==> config.mk <==
export PLATFORM = sky130hd
export DESIGN_NAME = tia_horizontal_sync_decoder
export DESIGN_NICKNAME = d
export VERILOG_FILES = /design/src/rtl/tia_horizontal_sync_decoder.sv
export SDC_FILE = /design/constraint.sdc
export NUM_CORES = 1
export LEC_CHECK = 0
export ABC_AREA = 1
export CAP_MARGIN = 40
export CORE_AREA = 2 2 39 41
export DETAILED_ROUTE_END_ITERATION = 7
export DIE_AREA = 0 0 41 43
export GPL_ROUTABILITY_DRIVEN = 0
export PLACE_DENSITY = 0.79
export SLEW_MARGIN = 30
export SYNTH_ARGS = -nofsm -noshare
export SYNTH_HDL_FRONTEND = slang
export SYNTH_SLANG_ARGS = --single-unit
export TNS_END_PERCENT = 20
==> constraint.sdc <==
create_clock -name clk -period 0.9 [get_ports clk]
set_input_delay 0.225 -clock clk [delete_from_list [all_inputs] [get_ports clk]]
set_output_delay 0.225 -clock clk [all_outputs]
set_load 0.05 [all_outputs]
==> src/rtl/tia_horizontal_sync_decoder.sv <==
// Horizontal sync/blank/colour-burst decoder for the TIA line timing.
// Two-stage pipeline: on hphi1 the horizontal LFSR state is decoded into
// six stage flags; on hphi2 those flags drive the output latches. Every
// output is a flop, so no input reaches an output combinationally.
// HMOVE strobes are held in hmove_pending until the next start-of-line
// folds them into ext_blank, which selects the late end-of-blank code.
module tia_horizontal_sync_decoder #(
  parameter logic [5:0] SHS_CODE  = 6'b111100,  // set HSYNC
  parameter logic [5:0] RHS_CODE  = 6'b110111,  // reset HSYNC, set colour burst
  parameter logic [5:0] RCB_CODE  = 6'b001111,  // reset colour burst
  parameter logic [5:0] RHB_CODE  = 6'b011100,  // normal end of HBLANK
  parameter logic [5:0] LRHB_CODE = 6'b101111   // late (HMOVE) end of HBLANK
) (
  input  logic       clk,
  input  logic       r,
  input  logic       hphi1,
  input  logic       hphi2,
  input  logic [5:0] lfsr_out,
  input  logic       shb,
  input  logic       rsynd,
  input  logic       hmove,
  output logic       hsync,
  output logic       hblank,
  output logic       cburst,
  output logic       ext_blank,
  output logic       hmove_pending
);

  // Stage flags, written by hphi1 and consumed by hphi2.
  logic f_shs;
  logic f_rhs;
  logic f_rcb;
  logic f_rhb;
  logic f_lrhb;
  logic f_start;

  // Stage 1: decode the LFSR state and line-start strobes on hphi1.
  // NOTE: non-blocking assignments let stage 2 read the flag values from
  // before this edge even when hphi1 and hphi2 are high together.
  always_ff @(posedge clk) begin
    if (r) begin
      f_shs   <= 1'b0;
      f_rhs   <= 1'b0;
      f_rcb   <= 1'b0;
      f_rhb   <= 1'b0;
      f_lrhb  <= 1'b0;
      f_start <= 1'b0;
    end else if (hphi1) begin
      f_shs   <= (lfsr_out == SHS_CODE);
      f_rhs   <= (lfsr_out == RHS_CODE);
      f_rcb   <= (lfsr_out == RCB_CODE);
      f_rhb   <= (lfsr_out == RHB_CODE);
      f_lrhb  <= (lfsr_out == LRHB_CODE);
      f_start <= shb | rsynd;
    end
  end

  // Stage 2: apply staged flags to the output latches on hphi2, and track
  // HMOVE strobes until a line start consumes them.
  // NOTE: several assignments to one latch may fire at one edge; the last
  // one in program order wins, so a line start overrides any code effect.
  always_ff @(posedge clk) begin
    if (r) begin
      hsync         <= 1'b0;
      hblank        <= 1'b1;
      cburst        <= 1'b0;
      ext_blank     <= 1'b0;
      hmove_pending <= 1'b0;
    end else begin
      if (hphi2) begin
        if (f_shs) hsync <= 1'b1;
        if (f_rhs) begin
          hsync  <= 1'b0;
          cburst <= 1'b1;
        end
        if (f_rcb) cburst <= 1'b0;
        if (f_rhb && !ext_blank) hblank <= 1'b0;
        if (f_lrhb && ext_blank) begin
          hblank    <= 1'b0;
          ext_blank <= 1'b0;
        end
        if (f_start) begin
          hblank    <= 1'b1;
          hsync     <= 1'b0;
          cburst    <= 1'b0;
          ext_blank <= hmove_pending | hmove;
        end
      end
      // A strobe coinciding with the line start is folded into ext_blank.
      if (hphi2 && f_start) hmove_pending <= 1'b0;
      else if (hmove)       hmove_pending <= 1'b1;
    end
  end

endmodule

### After elaboration in Yosys (flattened, before gate mapping)

Index checks and enable logic that the tools add are counted.

| operators by class | value |
|---|---|
| reductions and logical operators | 13 |
| equal/unequal tests | 5 |
| bitwise logic cells | 2 |
| magnitude comparators | 0 |
| multipliers | 0 |
| shifts and indexed selects | 0 |
| $add $sub $neg | 0 |
| multiplexer cells | 11 |
| divide/modulo/power cells | 0 |

Operators with widths:

| kind | count |
|---|---|
| $eq 6x6->1 const B | 3 |
| $mux 1 | 11 |
| $reduce_bool 3->1 | 3 |
| $reduce_and 2->1 | 4 |
| $eq 6x4->1 const B | 1 |
| $eq 6x5->1 const B | 1 |
| $logic_and 1x1->1 | 3 |
| $or 1x1->1 | 2 |
| $reduce_bool 2->1 | 1 |
| $reduce_or 2->1 | 1 |
| $logic_not 1->1 | 1 |

| storage, ports and cells | value |
|---|---|
| latch bits | 0 |
| output and inout bits | 5 |
| logic and storage cells | 42 |
| register bits after elaboration | 11 |
| RAM bits | 0 |
| memories | 0 |
| input port bits | 13 |
| ROM bits | 0 |

### Longest topological paths before layout

Gate-level depths: netlist (run 1).

| depth | value |
|---|---|
| depth after elaboration | 5 |
| depth in mapped cells | 5 |

### Worst setup path after synthesis (run 1)

No wires, ideal clock.

| timing path | value |
|---|---|
| kind | register to register |
| start point | register ext_blank |
| end point | register ext_blank |
| arrival time | 951 ps |
| cell stages (with the launch flop) | 4 |
| clock period less this slack | 1070 ps |
| slack | -170 ps |
| path buffers | 0 |
| required time | 781 ps |
| cells stage by stage | dfxtp_1 nand3_1 nand3_1 a21oi_2 |

| on the way | value |
|---|---|
| longest elaborated chain between the ends | 3 |

Ends and longest elaborated chain:

| what | RTL line | text |
|---|---|---|
| from (decl) | 25 | `output logic ext_blank,` |
| from (signal assigned) | 86 | `ext_blank <= hmove_pending \| hmove;` |
| $logic_and 1x1->1 | 78 | `if (f_lrhb && ext_blank) begin` |
| $reduce_bool 2->1 (no source line) | n/a |  |
| $reduce_and 2->1 (no source line) | n/a |  |

No other way between the ends.
A chain may end at the register's enable or synchronous reset.

### Worst setup path in the final report (run 1)

| timing path | value |
|---|---|
| start point | register hmove_pending |
| end point | output hmove_pending |

RTL lines:

| what | RTL line | text |
|---|---|---|
| from (decl) | 26 | `output logic hmove_pending` |
| from (signal assigned) | 68 | `hmove_pending <= 1'b0;` |
| from (signal assigned) | 90 | `if (hphi2 && f_start) hmove_pending <= 1'b0;` |
| from (signal assigned) | 91 | `else if (hmove) hmove_pending <= 1'b1;` |

No word-level cell between the ends.

==> results.toml, run 1 <==
[clock_network]
clkSinkCount = 11
htree_levels = 1
tritoncts = "yes"
clockBufferDepth = 2
clk_latency_ns = 0.27
cts_root_buffer = "clkbuf_4"
clk_pin_slew_ns = 0.08
cts_hold_buf = 0
numCtsBuffers = 3

[timing]
finalHoldViolCount = 0
rsz0062_at_grt = "true"
tightest_slew_ns = 0.203
fmax_ghz = 1.00
worst_slew_margin_rel_pct = 86.5
setup_viol = 5
drv_slew = 0
period_needed_ns = 1.00
skew_ns = 0.00166
setup_slack_ns = -0.100
final.setup.tns_ns = -0.477
fin_crit_sh_pct = 111

[detailed_routing]
ant_nets = 0
drc = 0
vias_per_cell = 4.73
drtIter0Drc = 2
dr.pass1.iters = 2
drt-total-wl_um = 1240
vias = 516
wl_per_cell_um = 11.4

[die]
die_area_um2 = 1760
core_area_um2 = 1380
die-height_um = 43
die_x_um = 41
io_pins = 18
start_util_pct = 35.7
rows = 14

[critical_path]
max_stage_delay_ns = 0.36
cp_max_fo = 2
critPathSlowestCell = "dfxtp_2"
critPathBufInv = 1
critPathTopFamily = "flip-flops"
crit_type = "reg -> out"
cp-end-kind = "output port"
path_cells = "buf_12"
cp-start-kind = "flop"
crit_required_ns = 0.67
crit_arrival_ns = 0.78

[logic_synthesis]
synth_area_leaders = "dfxtp_1, nand2_1, a21oi_1, inv_1, nand3_1"
ys_types = 17
yosysWarnings = 0
yosysSeqAreaShare_pct = 44.6
synth_most_common_cell = "nand2_1"
yosys.area.top_type = "dfxtp_1"
ys_ff_latch = 11
ys_top_cells_by_count = "nand2_1, dfxtp_1, a21oi_1, inv_1, nand3_1"
async_flop_share_pct = 0
yosysTopAreaCellShare_pct = 44.6
synthesis.nets = 80
avgSynthCellArea_um2 = 7.38
synthFlopType = "dfxtp_1"
synth_edf_count = 0
syn_area_um2 = 494
synthCells = 67

[global_route]
gr-total-overflow = 0
track_usage_pct = 15.6
grt_pass1_wl_um = 1840
grt_max_degree = 8
first_global_vias = 480
antenna_found_initial = 0

[status]
status = "finished, violations left"
violations = "negative setup slack"

[finish]
synthToLayoutAreaGrowth_pct = 69.1
fillers = 122
final_layout_size_suffix_gt1_share_pct = 39.8
multi_input_area_um2 = 250
fin_util_pct = 60.4
nets = 107
antennaDiodeCount = 0
seq_area_um2 = 229

[power_and_ir_drop]
peakVddDrop_uv = 801
power.leakage_nw = 0.383
power_density_nw_per_um2 = 1320

[place]
hpwl_um = 857
portBuffers = 17

[run]
max-cap-violations = 0

[hold_path]
hp-class = "in -> reg"
[repair_timing]
item,4_1_cts,5_1_grt
buffers inserted,3,1
endpoints found under the setup margin,14,12
resized for setup,8,9
[metal layers]
| layer | up-vias | GRT usage [%] | wire length (um) |
|---|---|---|---|
| met4 | 0 | 6.00 | 28 |
| met5 | - | 0 | 0 |
| met1 | 231 | 15.7 | 455 |
| li1 | 264 | - | - |
| met3 | 4 | 6.28 | 69 |
| met2 | 17 | 26.9 | 686 |
[final cells by class]
| cell class | instances | share of cell area (%) |
|---|---|---|
| Inverter | 10 | 4.49 |
| Timing Repair Buffer | 23 | 32.5 |
| Clock buffer | 3 | 2.69 |
| Tap cell | 16 | 2.40 |
| Multi-Input combinational cell | 45 | 29.9 |
| Clock inverter | 1 | 0.599 |
| Sequential cell | 11 | 27.4 |
[per-stage QoR]
step	total power, mW	instances	hold slack (ns)	instance area, um2	worst slack, ns
global placement	0.742	101	0.456	747	-0.323
detailed placement	0.746	101	0.458	747	-0.362
CTS	1.10	108	0.414	802	-0.104
global route	1.15	109	0.332	836	-0.124
floorplan	0.619	67	0.335	497	-0.0235
finish	1.10	109	0.311	836	-0.100
[cells in the final DEF (no fill, tap or decap)]
master / netlist / final
inv_1: 7 / 6
nand2_1: 15 / 14
o21ai_1: 2 / 2
nor2_2: 4 / 4
clkbuf_4: 0 / 3
dlymetal6s2s_1: 0 / 4
a21oi_1: 7 / 6
dfxtp_4: 0 / 1
inv_2: 3 / 4
o21a_1: 1 / 1
nor2_4: 0 / 1
buf_4: 0 / 6
dfxtp_1: 11 / 6
nand3b_1: 1 / 1
nand3_2: 0 / 1
buf_12: 0 / 5
nand3_1: 5 / 4
dfxtp_2: 0 / 4
clkinv_2: 0 / 1
a21oi_2: 2 / 3
nor3b_2: 1 / 1
o21ai_0: 1 / 1
nand2_2: 2 / 3
nand4_1: 1 / 1
clkdlybuf4s50_1: 0 / 5
nor2_1: 3 / 2
dlygate4sd2_1: 0 / 3
[kinds of logic after synthesis]
| family | synth area share (%) |
|---|---|
| buffers and inverters | 8.61 |
| AO/OA/AOI/OAI | 15.2 |
| AND/OR/NAND/NOR | 31.6 |
| flip-flops | 44.6 |
[power breakdown]
group / switching [mW] / internal [mW]
Combinational: 0.114 / 0.120
Sequential: 0.0152 / 0.501
Clock: 0.187 / 0.165
Total: 0.317 / 0.786
[registers in the layout, summed over array words and instances, names as in the netlist]
register,cells
f_rcb,1
ext_blank,1
f_shs,1
hsync,1
cburst,1
f_rhb,1
f_rhs,1
f_start,1
f_lrhb,1
hmove_pending,1
hblank,1
[worst paths after layout]
| kind | from | to | slack (ns) | cells past startpoint |
|---|---|---|---|---|
| min reg2reg | f_rcb | f_rcb | 0.47 | 2 |
| max | hmove_pending | hmove_pending | -0.10 | 1 |
| max reg2reg | ext_blank | ext_blank | 0 | 4 |
| min | lfsr_out[3] | f_rhs | 0.31 | 4 |
Power figures use the tool's default switching activity.
==> inputs of run 2 (changes only) <==
--- a/config.mk
+++ b/config.mk
@@ -12,6 +12,7 @@
 export DIE_AREA = 0 0 41 43
 export GPL_ROUTABILITY_DRIVEN = 0
 export PLACE_DENSITY = 0.79
+export REMOVE_ABC_BUFFERS = 1
 export SLEW_MARGIN = 30
 export SYNTH_ARGS = -nofsm -noshare
 export SYNTH_HDL_FRONTEND = slang
==> run 2 against run 1 <==
  * The run still ends with negative setup slack left
  * Critical path depth is the same
  * Sequential power barely moved
  * First-iteration DRC count grew 50%
  * Worst setup slack better by 0.0036 ns
  * Clock skew is essentially flat
  * Die area did not move
  * Global-route usage fell by 0.10 points
  * Clock-buffer cell count is 1 higher
  * Cell area fell by 2.4%
  * Register-to-register slack barely moved
  * Routed wire length fell by 5.3%
  * Critical path type unchanged
  * Largest cell class unchanged
  * Highest routed layer unchanged
==> results.toml, run 2 (synthesis gave the netlist of run 1 again) <==
[status]
status = "finished, violations left"
violations = "negative setup slack"

[global_route]
gr-total-overflow = 0
antenna_found_initial = 0
grt_max_degree = 8
grt_pass1_wl_um = 1790
track_usage_pct = 15.5
first_global_vias = 446

[critical_path]
crit_arrival_ns = 0.77
crit_path_end = "hblank"
cp.depth = 1
path_cells = "buf_12"
timing.rr.end = "ext_blank"
crit_type = "reg -> out"
cp-end-kind = "output port"
cp-start-kind = "flop"
cp_max_fo = 2
critPathBufInv = 1
max_stage_delay_ns = 0.36
crit_required_ns = 0.67
worst-r2r-setup-slack_ns = 0.01
r2r_start = "ext_blank"
critPathTopFamily = "flip-flops"
reg2reg_depth = 4
critPathSlowestCell = "dfxtp_2"
critPathLaunch = "hblank"

[detailed_routing]
ant_nets = 0
vias_per_cell = 4.75
drtIter0Drc = 3
drt-total-wl_um = 1170
vias = 503
dr.pass1.iters = 3
wl_per_cell_um = 11.1
drc = 0

[clock_network]
cts_hold_buf = 0
clk_latency_ns = 0.27
numCtsBuffers = 3
cts_root_buffer = "clkbuf_4"
tritoncts = "yes"
clkSinkCount = 11
clk_pin_slew_ns = 0.07
clockBufferDepth = 2
htree_levels = 1

[timing]
finalHoldViolCount = 0
fin_crit_sh_pct = 111
tightest_slew_ns = 0.232
skew_ns = 0.00183
setup_viol = 5
drv_slew = 0
fmax_ghz = 1.00
worst_slew_margin_rel_pct = 84.5
setup_slack_ns = -0.0969
period_needed_ns = 0.997
final.setup.tns_ns = -0.443
rsz0062_at_grt = "true"

[place]
portBuffers = 17
hpwl_um = 838
postPlaceCellArea_um2 = 737

[die]
start_util_pct = 35.7
die_area_um2 = 1760
rows = 14
die-height_um = 43
core_area_um2 = 1380
io_pins = 18
die_x_um = 41

[finish]
nets = 104
final_layout_size_suffix_gt1_share_pct = 36.7
layout_common_cells = "nand2_1, inv_1, a21oi_1"
layout.cells.most_common = "nand2_1"
postLayoutCellArea_um2 = 816
synthToLayoutAreaGrowth_pct = 65.1
antennaDiodeCount = 0

[power_and_ir_drop]
power.leakage_nw = 0.376
power_density_nw_per_um2 = 1330
peakVddDrop_uv = 517

[hold_path]
hp-class = "in -> reg"

[run]
max-cap-violations = 0
==> run 2: worst min path at each step <==
| stage | start | endpoint | slack (ns) | depth (start not counted) |
|---|---|---|---|---|
| 3_5_place_dp | f_rcb | f_rcb | 0.46 | 2 |
| 2_1_floorplan | r | ext_blank | 0.29 | 1 |
| 3_3_place_gp | f_lrhb | f_lrhb | 0.46 | 2 |
| 4_1_cts | hphi1 | f_start | 0.43 | 3 |
| 6_report | r | ext_blank | 0.24 | 2 |
| 5_1_grt | r | ext_blank | 0.24 | 2 |
==> run 2: timing repair <==
item | 4_1_cts | 5_1_grt
gates resized for setup | 11 | 10
endpoints found under the setup margin | 15 | 13
pin swaps | 0 | 0
setup buffers | 2 | 0
==> run 2: stage by stage <==
| step | setup WS, ns | total power, mW | utilization (%) | hold WS [ns] | instances |
|---|---|---|---|---|---|
| global route | -0.121 | 1.14 | 59.0 | 0.240 | 106 |
| detailed placement | -0.387 | 0.741 | 53.3 | 0.460 | 100 |
| global placement | -0.326 | 0.737 | 53.3 | 0.457 | 100 |
| CTS | -0.105 | 1.09 | 57.0 | 0.429 | 106 |
| floorplan | -0.169 | 0.611 | - | 0.287 | 66 |
| finish | -0.0969 | 1.08 | 59.0 | 0.240 | 106 |
==> run 2: area by class of cell <==
cell class / instances / area, um2
clock buffer: 4 / 26.3
tap: 16 / 20.0
timing repair buffer: 20 / 251
fill: 140 / 568
multi-input combinational: 45 / 250
inverter: 10 / 37.5
sequential: 11 / 230
==> run 2: per-layer routing <==
layer  global-route usage (%)  up-vias  routed length (um)
li1                         -      259                   -
met1                     17.0      223                 430
met2                     24.1       17                 647
met3                     3.66        4                  72
met4                     12.0        0                  23
met5                        0        -                   0
==> run 2: power by group <==
part           total, mW  leakage (nW)  switching [mW]  internal (mW)
combinational      0.224         0.270           0.111          0.112
sequential         0.517        0.0913          0.0150          0.502
clock              0.344        0.0150           0.172          0.172
